==> config.mk <==
export PLATFORM = sky130hd
export DESIGN_NAME = centroid_div_sched
export DESIGN_NICKNAME = d
export VERILOG_FILES = /design/src/rtl/centroid_div_sched.sv
export SDC_FILE = /design/constraint.sdc
export NUM_CORES = 1
export LEC_CHECK = 0
export ABC_AREA = 1
export CAP_MARGIN = 20
export CORE_MARGIN = 8
export CORE_UTILIZATION = 48
export CTS_CLUSTER_DIAMETER = 100
export CTS_CLUSTER_SIZE = 24
export DETAILED_ROUTE_END_ITERATION = 16
export GPL_TIMING_DRIVEN = 0
export PLACE_DENSITY = 0.94
export SLEW_MARGIN = 20
export SYNTH_ARGS = -nofsm -noshare
export SYNTH_HDL_FRONTEND = slang
export SYNTH_SLANG_ARGS = --single-unit
==> constraint.sdc <==
create_clock -name clk -period 2.4 [get_ports clk]
set_input_delay 0.36 -clock clk [delete_from_list [all_inputs] [get_ports clk]]
set_output_delay 0.36 -clock clk [all_outputs]
set_load 0.02 [all_outputs]
==> src/rtl/centroid_div_sched.sv <==
// Shares one sequential divider between the X and Y centroid divisions and publishes a coherent (x,y) pair.
// Optional divider watchdog: define CENTROID_DIV_TIMEOUT_EN.
module centroid_div_sched #(
  parameter int M       = 30,
  parameter int PIX     = 20,
  parameter int DW      = 32,
  parameter int TIMEOUT = 64
) (
  input  logic           clk,
  input  logic           rst,
  input  logic           frame_end,
  input  logic [M-1:0]   m10_in,
  input  logic [M-1:0]   m01_in,
  input  logic [PIX-1:0] m00_in,
  output logic           div_start,
  output logic [DW-1:0]  div_dividend,
  output logic [PIX-1:0] div_divisor,
  input  logic [DW-1:0]  div_quotient,
  input  logic           div_qv,
  output logic [11:0]    x,
  output logic [11:0]    y,
  output logic           xy_valid,
  output logic           busy,
  output logic           empty,
  output logic           overrun,
  output logic           div_timeout
);

  typedef enum logic [2:0] {IDLE, START_X, WAIT_X, START_Y, WAIT_Y, DONE} state_t;

  state_t         state;
  logic [M-1:0]   m10_l;
  logic [M-1:0]   m01_l;
  logic [PIX-1:0] m00_l;
  logic [11:0]    x_tmp;
  logic           in_wait;
  logic           timeout_hit;

  if (TIMEOUT < 1) begin : g_timeout_check
    $error("centroid_div_sched: TIMEOUT must be at least 1");
  end

  function automatic logic [11:0] sat12(input logic [DW-1:0] q);
    if (|q[DW-1:12]) return 12'hFFF;
    return q[11:0];
  endfunction

  // Operands come straight from the latches, so they stay put for the whole division.
  assign div_start    = (state == START_X) || (state == START_Y);
  assign div_dividend = ((state == START_Y) || (state == WAIT_Y)) ? {{(DW-M){1'b0}}, m01_l}
                                                                  : {{(DW-M){1'b0}}, m10_l};
  assign div_divisor  = m00_l;
  assign busy         = (state != IDLE);
  assign in_wait      = (state == WAIT_X) || (state == WAIT_Y);
  assign overrun      = frame_end && (state != IDLE) && (state != DONE);
  assign div_timeout  = timeout_hit;

`ifdef CENTROID_DIV_TIMEOUT_EN
  localparam int CNT_W = (TIMEOUT > 1) ? $clog2(TIMEOUT) : 1;
  logic [CNT_W-1:0] wait_cnt;

  assign timeout_hit = in_wait && !div_qv && (wait_cnt == CNT_W'(TIMEOUT - 1));

  // Cleared in the start cycle so every WAIT state begins counting from zero.
  always_ff @(posedge clk or negedge rst) begin
    if (!rst) begin
      wait_cnt <= '0;
    end else if (div_start) begin
      wait_cnt <= '0;
    end else if (in_wait) begin
      wait_cnt <= wait_cnt + 1'b1;
    end
  end
`else
  assign timeout_hit = 1'b0;
`endif

  always_ff @(posedge clk or negedge rst) begin
    if (!rst) begin
      state    <= IDLE;
      m10_l    <= '0;
      m01_l    <= '0;
      m00_l    <= '0;
      x_tmp    <= '0;
      x        <= '0;
      y        <= '0;
      xy_valid <= 1'b0;
      empty    <= 1'b0;
    end else begin
      xy_valid <= 1'b0;
      empty    <= 1'b0;
      case (state)
        IDLE, DONE: begin
          state <= IDLE;
          if (frame_end) begin
            m10_l <= m10_in;
            m01_l <= m01_in;
            m00_l <= m00_in;
            if (m00_in == '0) empty <= 1'b1;
            else              state <= START_X;
          end
        end
        START_X: state <= WAIT_X;
        WAIT_X: begin
          if (div_qv) begin
            x_tmp <= sat12(div_quotient);
            state <= START_Y;
          end else if (timeout_hit) begin
            state <= IDLE;
          end
        end
        START_Y: state <= WAIT_Y;
        WAIT_Y: begin
          // x and y are written on the same edge so readers never see a mixed pair.
          if (div_qv) begin
            x        <= x_tmp;
            y        <= sat12(div_quotient);
            xy_valid <= 1'b1;
            state    <= DONE;
          end else if (timeout_hit) begin
            state <= IDLE;
          end
        end
        default: state <= IDLE;
      endcase
    end
  end

endmodule

==> results_dict.tcl, run 1 <==
set metrics [dict create \
    status "completed" \
    async_flop_share 1.00 \
    setup.worst_path.class "flop to output pin" \
    rows 38 \
    r2r_setup_slack_ps 870 \
    die_area_um2 14600 \
    fin_crit_sh 0.981 \
    fmax_mhz 425 \
    cp.arrival_ps 1990 \
    netSwitchingFraction 0.398 \
    cts.sinks 121 \
    cp_data_required_time_ps 2040 \
    period_minus_slack_ps 2350 \
    synth_top_area_share 0.575 \
    synthTopCellsByArea "dfrtp_1, nand2_1, o21ai_0" \
    numCtsBuffers 17 \
    seqCellArea_um2 3030 \
    grt_pass1_vias 5112 \
    p_clk_frac 0.221 \
    track_usage 0.222 \
    antenna_left 0 \
    area_growth_pct 50.6 \
    syn_avg_cell_area_um2 8.07 \
    ios 198 \
    clock_path_buffers 2 \
    port_buffers 194 \
    diodes 0 \
    crit_fanout 10 \
    yosysUniqueCellTypes 22 \
    synth_top_area_cell "dfrtp_1" \
    clk_pin_slew_ps 60 \
    powerDensity_nw_per_um2 1350 \
    slowest_delay_ps 420 \
    fillCellCount 766 \
    fin_skew_ps 11.9 \
    startpoint_type "flop" \
    clk_latency_ps 490 \
    vias_per_cell 4.85 \
    switchingPower_mw 4.27 \
    first_iter_violations 432 \
    dr.pass1.iters 5 \
    initial_utilization 0.488 \
    antenna_found_initial 0 \
    hold_viol_final 0 \
    routed_wl_um 16000 \
    seqPwrFrac 0.328 \
    grt_pass1_wl_um 25600 \
    cts_tree "yes" \
    synth_ff_type "dfrtp_1" \
    maxCapViolations 0 \
    maxSlewViolCount 0 \
    multiInputGateArea_um2 1820 \
    fin_hold_ws_ps 365 \
    drcViolationCount 0 \
    overflow 0 \
    rsz0062_at_grt "yes" \
    hpwl_um 11900 \
    combPwrFrac 0.451 \
    yosysMostFrequentCell "nand2_1" \
    die_w_um 121 \
    netlist_top_cells_count "nand2_1, dfrtp_1, o21ai_0" \
    finalNetCount 988 \
    place_ws_ps 42.2 \
    fp.dieH_um 121 \
    p_leak_nw 3.93 \
    cts_root_buf "clkbuf_8" \
    cp_cell_sequence "inv_2, nand2_2, o21ai_4, buf_2, o21ai_0, clkdlybuf4s15_2" \
    yosys_register_bits 121 \
    grt_max_degree 72 \
    gp_congestion 0.870 \
    dr_total_vias 4966 \
    r2r-start "state[2]$_DFFE_PN0P_" \
    syn-cell-area_um2 5260 \
    synth_edf_count 0 \
    hp-class "primary input to asynchronous set/reset pin" \
    core_region_area_um2 10800 \
    drt-wirelength-per-cell_um 15.6 \
    syn_inst 652 \
    setup-violations-final 0 \
    setup_ws_ps 45.1 \
    yosysWarnings 0 \
    timing.rr.end "x_tmp[2]$_DFFE_PN0P_" \
    vdd_ir_drop_max_uv 722 \
    cp_slowest_cell "dfrtp_1" \
    ys_seq_area_frac 0.575 \
    endpoint_kind "output pin" \
    p_int_mw 6.46 \
    reg2reg_depth 8 \
    cts_max_level 4 \
    drive_above_1_share 0.122 \
]
==> stage by stage <==
step           TNS (ps)  cells  total power, mW  instance area, um2   util
2_1_floorplan         0    654             6.15                5270      -
4_1_cts               0   1022             10.9                8010  0.742
6_report              0   1024             10.7                7930  0.734
5_1_grt            -366   1024             11.4                7930  0.734
3_3_place_gp    -439660    988             8.38                7390  0.685
3_5_place_dp          0    989             8.58                7420  0.687
==> power groups by stage <==
stage	logic (mW)	clock network, mW	registers, mW
6_report	4.83	2.37	3.51
5_1_grt	5.30	2.50	3.61
3_5_place_dp	5.06	0	3.51
4_1_cts	4.99	2.41	3.51
2_1_floorplan	2.28	0	3.87
3_3_place_gp	4.91	0	3.48
==> worst max-delay path by stage <==
stage	from	cells after the start	to
final	state[2]$_DFFE_PN0P_	6	div_dividend[13]
after global placement	rst	1	m01_l[21]$_DFFE_PN0P_
after detailed placement	state[2]$_DFFE_PN0P_	7	div_dividend[1]
after floorplan	state[0]$_DFFE_PN0P_	5	div_dividend[0]
after global routing	state[1]$_DFFE_PN0P_	7	div_dividend[27]
after CTS	state[2]$_DFFE_PN0P_	7	div_dividend[22]
==> repair_timing <==
| action | CTS | global route |
|---|---|---|
| setup endpoints to repair | 30 | 30 |
| endpoints found under the hold margin | 50 | 0 |
| buffers inserted | 1 | 2 |
| pin swaps | 0 | 3 |
| gates resized for setup | 105 | 37 |
| hold buffers | 1 | 0 |
==> cells in the final DEF, fill, tap and decap left out, types with 4 or more instances in the layout <==
cell             instances
buf_4                   11
clkdlybuf4s50_1        163
buf_2                   29
nor2_1                  28
clkinv_2                 4
dfrtp_1                121
clkbuf_2                11
inv_1                   52
nand2_2                  5
clkdlybuf4s15_2          7
clkbuf_16               16
nand2_1                323
nand4_1                 12
o21ai_0                 62
buf_6                    8
clkinvlp_4               4
==> cells by family after synthesis <==
| kind of cell | share of synthesized area |
|---|---|
| other | 0.000712 |
| buffers and inverters | 0.0832 |
| DFF | 0.575 |
| AOI/OAI and AO/OA | 0.0644 |
| and+or+nand+nor | 0.276 |
==> sequential cells by signal (all words and copies together), names as in the netlist <==
name         cells
m01_l           30
m10_l           30
div_divisor     20
x               12
x_tmp           12
y               12
state            3
empty            1
xy_valid         1
==> routing by layer <==
layer,vias to the layer above,GRT usage,wire length (um)
met5,-,0,0
met4,0,0.0960,420
met3,28,0.0550,948
met2,168,0.387,8310
met1,2347,0.253,6290
li1,2423,-,-
==> final cells by class <==
| type | instances | area share |
|---|---|---|
| buffer | 35 | 0.0309 |
| clock buffer | 19 | 0.0532 |
| clock inverter | 12 | 0.0161 |
| inverter | 55 | 0.0264 |
| multi-input combinational | 443 | 0.229 |
| sequential | 121 | 0.382 |
| tap | 140 | 0.0221 |
| timing repair buffer | 199 | 0.240 |
==> critical path, delay by kind of cell (launching register included) <==
| kind | cells | cell delay, ps |
|---|---|---|
| compound gates | 2 | 380 |
| buf+inv | 3 | 610 |
| flops | 1 | 420 |
| simple gates | 1 | 80 |
Note: power is estimated with default switching activity, not from simulation.
==> run 2, diff against run 1 <==
--- a/config.mk
+++ b/config.mk
@@ -14,6 +14,7 @@
 export DETAILED_ROUTE_END_ITERATION = 16
 export GPL_TIMING_DRIVEN = 0
 export PLACE_DENSITY = 0.94
+export RECOVER_POWER = 50
 export SLEW_MARGIN = 20
 export SYNTH_ARGS = -nofsm -noshare
 export SYNTH_HDL_FRONTEND = slang
==> constraint.sdc (replaced) <==
create_clock -name clk -period 2.4 [get_ports clk]
set_input_delay 0.36 -clock clk [delete_from_list [all_inputs] [get_ports clk]]
set_output_delay 0.36 -clock clk [all_outputs]
set_load 0.05 [all_outputs]
==> run 2 against run 1 <==
Compared with the run above: clock skew is 1.8 ps lower; sequential power hardly changed; sequential cell count stayed put; worst hold slack better by 26 ps; design area is 0.84% higher; critical endpoint is now div_dividend[14]; utilization is 0.61 points higher; sequential share of layout area is 0.32 points lower.
==> results_dict.tcl, run 2 (synthesis results as in run 1) <==
set metrics [dict create \
    rows 38 \
    grt_pass1_wl_um 25700 \
    fin_hold_ws_ps 391 \
    hp-class "primary input to flop" \
    p_leak_nw 3.97 \
    grtUsageMet3 0.0583 \
    cts_max_level 4 \
    die_w_um 121 \
    gp_congestion 0.870 \
    grt-busiest-layer "met2" \
    setup_tns_ps 0 \
    fin_skew_ps 10.1 \
    slowest_delay_ps 420 \
    antenna_left 0 \
    overflow 0 \
    reg2reg_depth 8 \
    switchingPower_mw 6.06 \
    drt-wirelength-per-cell_um 15.7 \
    setup.worst_path.class "flop to output pin" \
    setup_ws_ps 11.8 \
    fp.dieH_um 121 \
    routed_wl_um 16100 \
    cts_tree "yes" \
    r2r_setup_slack_ps 870 \
    fin_area_um2 7990 \
    track_usage 0.222 \
    grt_pass1_vias 5122 \
    p_int_mw 6.65 \
    combPwrFrac 0.537 \
    slew_headroom 0.152 \
    fin_crit_sh 0.995 \
    fmax_mhz 419 \
    crit_fanout 10 \
    drive_above_1_share 0.127 \
    endpoint_kind "output pin" \
    grt_max_degree 72 \
    core_region_area_um2 10800 \
    dr_total_vias 5013 \
    cp_cell_sequence "nor2_2, nand2_2, o21ai_4, buf_12, buf_6, nand2_1, o21ai_0, buf_2" \
    vias_per_cell 4.88 \
    netSwitchingFraction 0.477 \
    rsz0062_at_grt "yes" \
    seqPwrFrac 0.277 \
    hpwl_um 11900 \
    startpoint_type "flop" \
    dr.pass1.iters 5 \
    fillCellCount 759 \
    numCtsBuffers 17 \
    cp_data_required_time_ps 2040 \
    ios 198 \
    place_ws_ps -157 \
    antenna_found_initial 0 \
    clock_path_buffers 2 \
    area_growth_pct 51.8 \
    cts_root_buf "clkbuf_8" \
    port_buffers 194 \
    hold_viol_final 0 \
    drcViolationCount 0 \
    layout_common_cells "nand2_1, clkdlybuf4s50_1, dfrtp_1, o21ai_0, inv_1" \
    worstMarginPinSlew_ps 1270 \
    status "completed" \
    first_iter_violations 437 \
    met2_usage 0.385 \
    placed_area_um2 7420 \
    cp.arrival_ps 2030 \
    initial_utilization 0.488 \
    p_total_mw 12.7 \
    die_area_um2 14600 \
    clk_pin_slew_ps 60 \
    vdd_ir_drop_max_uv 933 \
    cp_slowest_cell "dfrtp_1" \
    met1_usage 0.253 \
    cts.sinks 121 \
    diodes 0 \
    powerDensity_nw_per_um2 1590 \
    p_clk_frac 0.186 \
    hold_depth 3 \
    finalNetCount 991 \
    period_minus_slack_ps 2390 \
    setup-violations-final 0 \
    clk_latency_ps 490 \
    layout_commonest_cell "nand2_1" \
    maxCapViolations 0 \
    maxSlewViolCount 0 \
]
==> run 2: changes by cell type in the layout (fill, tap and decap cells not counted), moves of 2 or more <==
cell,before,now
clkbuf_2,11,1
clkdlybuf4s15_2,7,0
buf_4,11,27
buf_2,29,25
o21ai_0,62,54
o21ai_1,3,10
clkbuf_4,0,2
buf_6,8,14
==> run 2: repair_timing <==
| item | in CTS | in global routing |
|---|---|---|
| gates cloned | 0 | 1 |
| setup endpoints to repair | 31 | 29 |
| endpoints found under the hold margin | 50 | 0 |
| setup buffers | 0 | 5 |
| pin swaps | 0 | 3 |
| resized for setup | 204 | 33 |
| hold buffers | 1 | 0 |
==> run 2: final timing paths <==
path,to,start
worst max register to register,x_tmp[2]$_DFFE_PN0P_,state[2]$_DFFE_PN0P_
worst min-delay path,m01_l[20]$_DFFE_PN0P_,m01_in[20]
worst min register to register,x[7]$_DFFE_PN0P_,x[7]$_DFFE_PN0P_
max in group asynchronous,m01_l[29]$_DFFE_PN0P_,rst
worst max-delay path,div_dividend[14],state[1]$_DFFE_PN0P_
min in group asynchronous,xy_valid$_DFF_PN0_,rst
==> run 2: per-stage QoR <==
stage | utilization | cells
6_report | 0.741 | 1027
5_1_grt | 0.741 | 1027
4_1_cts | 0.732 | 1021
3_5_place_dp | 0.687 | 989
3_3_place_gp | 0.685 | 988
2_1_floorplan | - | 654
==> run 2: routing by layer <==
metal | up-vias | share of wire
met5 | - | 0
met4 | 0 | 0.030
met3 | 37 | 0.064
met2 | 188 | 0.52
met1 | 2353 | 0.39
li1 | 2435 | -
==> run 2: power groups by stage <==
stage / Clock (mW) / Sequential, mW / Combinational [mW]
floorplan: 0 / 4.68 / 3.19
global placement: 0 / 3.48 / 6.63
detailed placement: 0 / 3.51 / 6.79
CTS: 2.41 / 3.51 / 6.66
global route: 2.51 / 3.62 / 7.30
finish: 2.37 / 3.52 / 6.83
==> run 2: final cells by class <==
cell class / instances / area [um2] / share of cell area
Buffer: 35 / 251 / 0.0315
Clock inverter: 12 / 128 / 0.0160
Clock buffer: 19 / 422 / 0.0528
Timing Repair Buffer: 202 / 1960 / 0.245
Multi-Input combinational cell: 443 / 1820 / 0.228
Tap cell: 140 / 175 / 0.0219
Inverter: 55 / 209 / 0.0261
Sequential cell: 121 / 3030 / 0.379
==> run 2: critical path: cells and delay by family, from the launching register on <==
kind / cells / cell delay [ps]
simple gates: 3 / 390
flops: 1 / 420
buf+inv: 3 / 560
compound gates: 2 / 160
==> run 3, diff against run 2 <==
--- a/config.mk
+++ b/config.mk
@@ -15,6 +15,7 @@
 export GPL_TIMING_DRIVEN = 0
 export PLACE_DENSITY = 0.94
 export RECOVER_POWER = 50
+export SETUP_SLACK_MARGIN = 0.1
 export SLEW_MARGIN = 20
 export SYNTH_ARGS = -nofsm -noshare
 export SYNTH_HDL_FRONTEND = slang
==> run 3 against run 2 <==
Compared with the run above: clock skew increased by 1.8 ps; worst setup slack improved by 120 ps; cell count unchanged; combinational power increased by 2%; first-iteration DRC count decreased by 7.6%; clock power about the same; wire length increased by 0.32%; power increased by 1.4%; global-route usage increased by 0.072 points; highest routed layer unchanged.
==> results_dict.tcl, run 3 (synthesis results as in run 1) <==
set metrics [dict create \
    status "completed" \
    cts.sinks 121 \
    fillCellCount 761 \
    cp_data_required_time_ps 2040 \
    seqCellArea_um2 3030 \
    finalNetCount 991 \
    worstMarginPinSlew_ps 1220 \
    maxCapViolations 0 \
    layout_common_cells "nand2_1, clkdlybuf4s50_1, dfrtp_1, inv_1, o21ai_0" \
    fin_hold_ws_ps 388 \
    die_w_um 121 \
    area_growth_pct 52.5 \
    critical_path_buf_inv_count 5 \
    die_area_um2 14600 \
    placed_area_um2 7420 \
    vdd_ir_drop_max_uv 933 \
    fmax_mhz 441 \
    routed_wl_um 16200 \
    slowest_delay_ps 430 \
    clock_path_buffers 2 \
    fin_crit_sh 0.945 \
    setup.worst_path.class "flop to output pin" \
    startpoint_type "flop" \
    hp-class "primary input to flop" \
    cts_max_level 4 \
    cts_root_buf "clkbuf_8" \
    grt_max_degree 72 \
    setup_tns_ps 0 \
    overflow 0 \
    port_buffers 194 \
    hpwl_um 11900 \
    ios 198 \
    p_leak_nw 3.97 \
    clk_pin_slew_ps 60 \
    place_ws_ps -157 \
    grt_pass1_wl_um 25800 \
    slew_headroom 0.184 \
    vias_per_cell 4.87 \
    cp_slowest_cell "dfrtp_1" \
    period_minus_slack_ps 2270 \
    first_iter_violations 404 \
    cp.arrival_ps 1910 \
    cp_cell_sequence "inv_2, nand2_4, o21ai_4, buf_12, buf_6, buf_8, o21ai_0, buf_4" \
    dr_total_vias 5002 \
    cts_tree "yes" \
    gp_congestion 0.870 \
    crit_family "buffers and inverters" \
    powerDensity_nw_per_um2 1610 \
    setup-violations-final 0 \
    clk_latency_ps 500 \
    core_region_area_um2 10800 \
    fin_area_um2 8030 \
    endpoint_kind "output pin" \
    rows 38 \
    setup_ws_ps 133 \
    grt_pass1_vias 5161 \
    drcViolationCount 0 \
    drt-wirelength-per-cell_um 15.8 \
    dr.pass1.iters 5 \
    initial_utilization 0.488 \
    fin_skew_ps 11.8 \
    drive_above_1_share 0.120 \
    diodes 0 \
    layout_commonest_cell "nand2_1" \
    crit_fanout 10 \
    antenna_left 0 \
    antenna_found_initial 0 \
    rsz0062_at_grt "yes" \
    hold_viol_final 0 \
    numCtsBuffers 17 \
    fp.dieH_um 121 \
    track_usage 0.222 \
    maxSlewViolCount 0 \
    multiInputGateArea_um2 1830 \
]
==> run 3: routing by layer <==
metal	wire length, um	track usage	up-vias
li1	-	-	2428
met1	6260	0.253	2348
met2	8380	0.384	189
met3	1040	0.0592	37
met4	507	0.101	0
met5	0	0	-
==> run 3: worst register-to-register path, stage by stage, from the launching register on <==
cell and delay [ps]:
dfrtp_1 430, clkbuf_4 160, nand3_1 100, nand2_1 90, nand2_1 100, clkbuf_1 420, clkbuf_1 470, nand2_1 120
nand2_1 90
==> run 3: final timing paths <==
check | from | end | slack [ps] | cells after the start
worst min-delay path | m01_in[20] | m01_l[20]$_DFFE_PN0P_ | 390 | 3
worst max register to register | state[2]$_DFFE_PN0P_ | m01_l[20]$_DFFE_PN0P_ | 370 | 8
worst max-delay path | state[2]$_DFFE_PN0P_ | div_dividend[27] | 130 | 8
max in group asynchronous | rst | state[0]$_DFFE_PN0P_ | 490 | 3
min in group asynchronous | rst | xy_valid$_DFF_PN0_ | 650 | 2
worst min register to register | x[7]$_DFFE_PN0P_ | x[7]$_DFFE_PN0P_ | 470 | 2
==> run 3: cell type report <==
| class | instances | share of cell area |
|---|---|---|
| plain buffers | 35 | 0.0292 |
| clock buffers | 19 | 0.0525 |
| clock inverters | 12 | 0.0159 |
| inverters | 55 | 0.0259 |
| multi-input cells | 443 | 0.228 |
| flip-flops and latches | 121 | 0.377 |
| well taps | 140 | 0.0218 |
| repair buffers | 202 | 0.249 |
==> run 3: repair_timing <==
item | 4_1_cts | 5_1_grt
gates resized for setup | 218 | 61
gates cloned | 0 | 2
hold buffers | 1 | 0
endpoints found under the hold margin | 50 | 0
setup buffers | 2 | 2
pin swaps | 0 | 2
setup endpoints to repair | 32 | 32
==> run 3: where the power goes <==
group | switching, mW | internal (mW) | total [mW]
Clock | 0.910 | 1.47 | 2.38
Sequential | 0.503 | 3.02 | 3.53
Combinational | 4.71 | 2.28 | 6.99
Total | 6.12 | 6.77 | 12.9
==> run 3: per-stage QoR <==
| stage | power [mW] | std cells | utilization |
|---|---|---|---|
| after CTS | 12.7 | 1023 | 0.735 |
| after global routing | 13.6 | 1027 | 0.744 |
| after detailed placement | 10.3 | 989 | 0.687 |
| after global placement | 10.1 | 988 | 0.685 |
| final | 12.9 | 1027 | 0.744 |
| after floorplan | 7.86 | 654 | - |
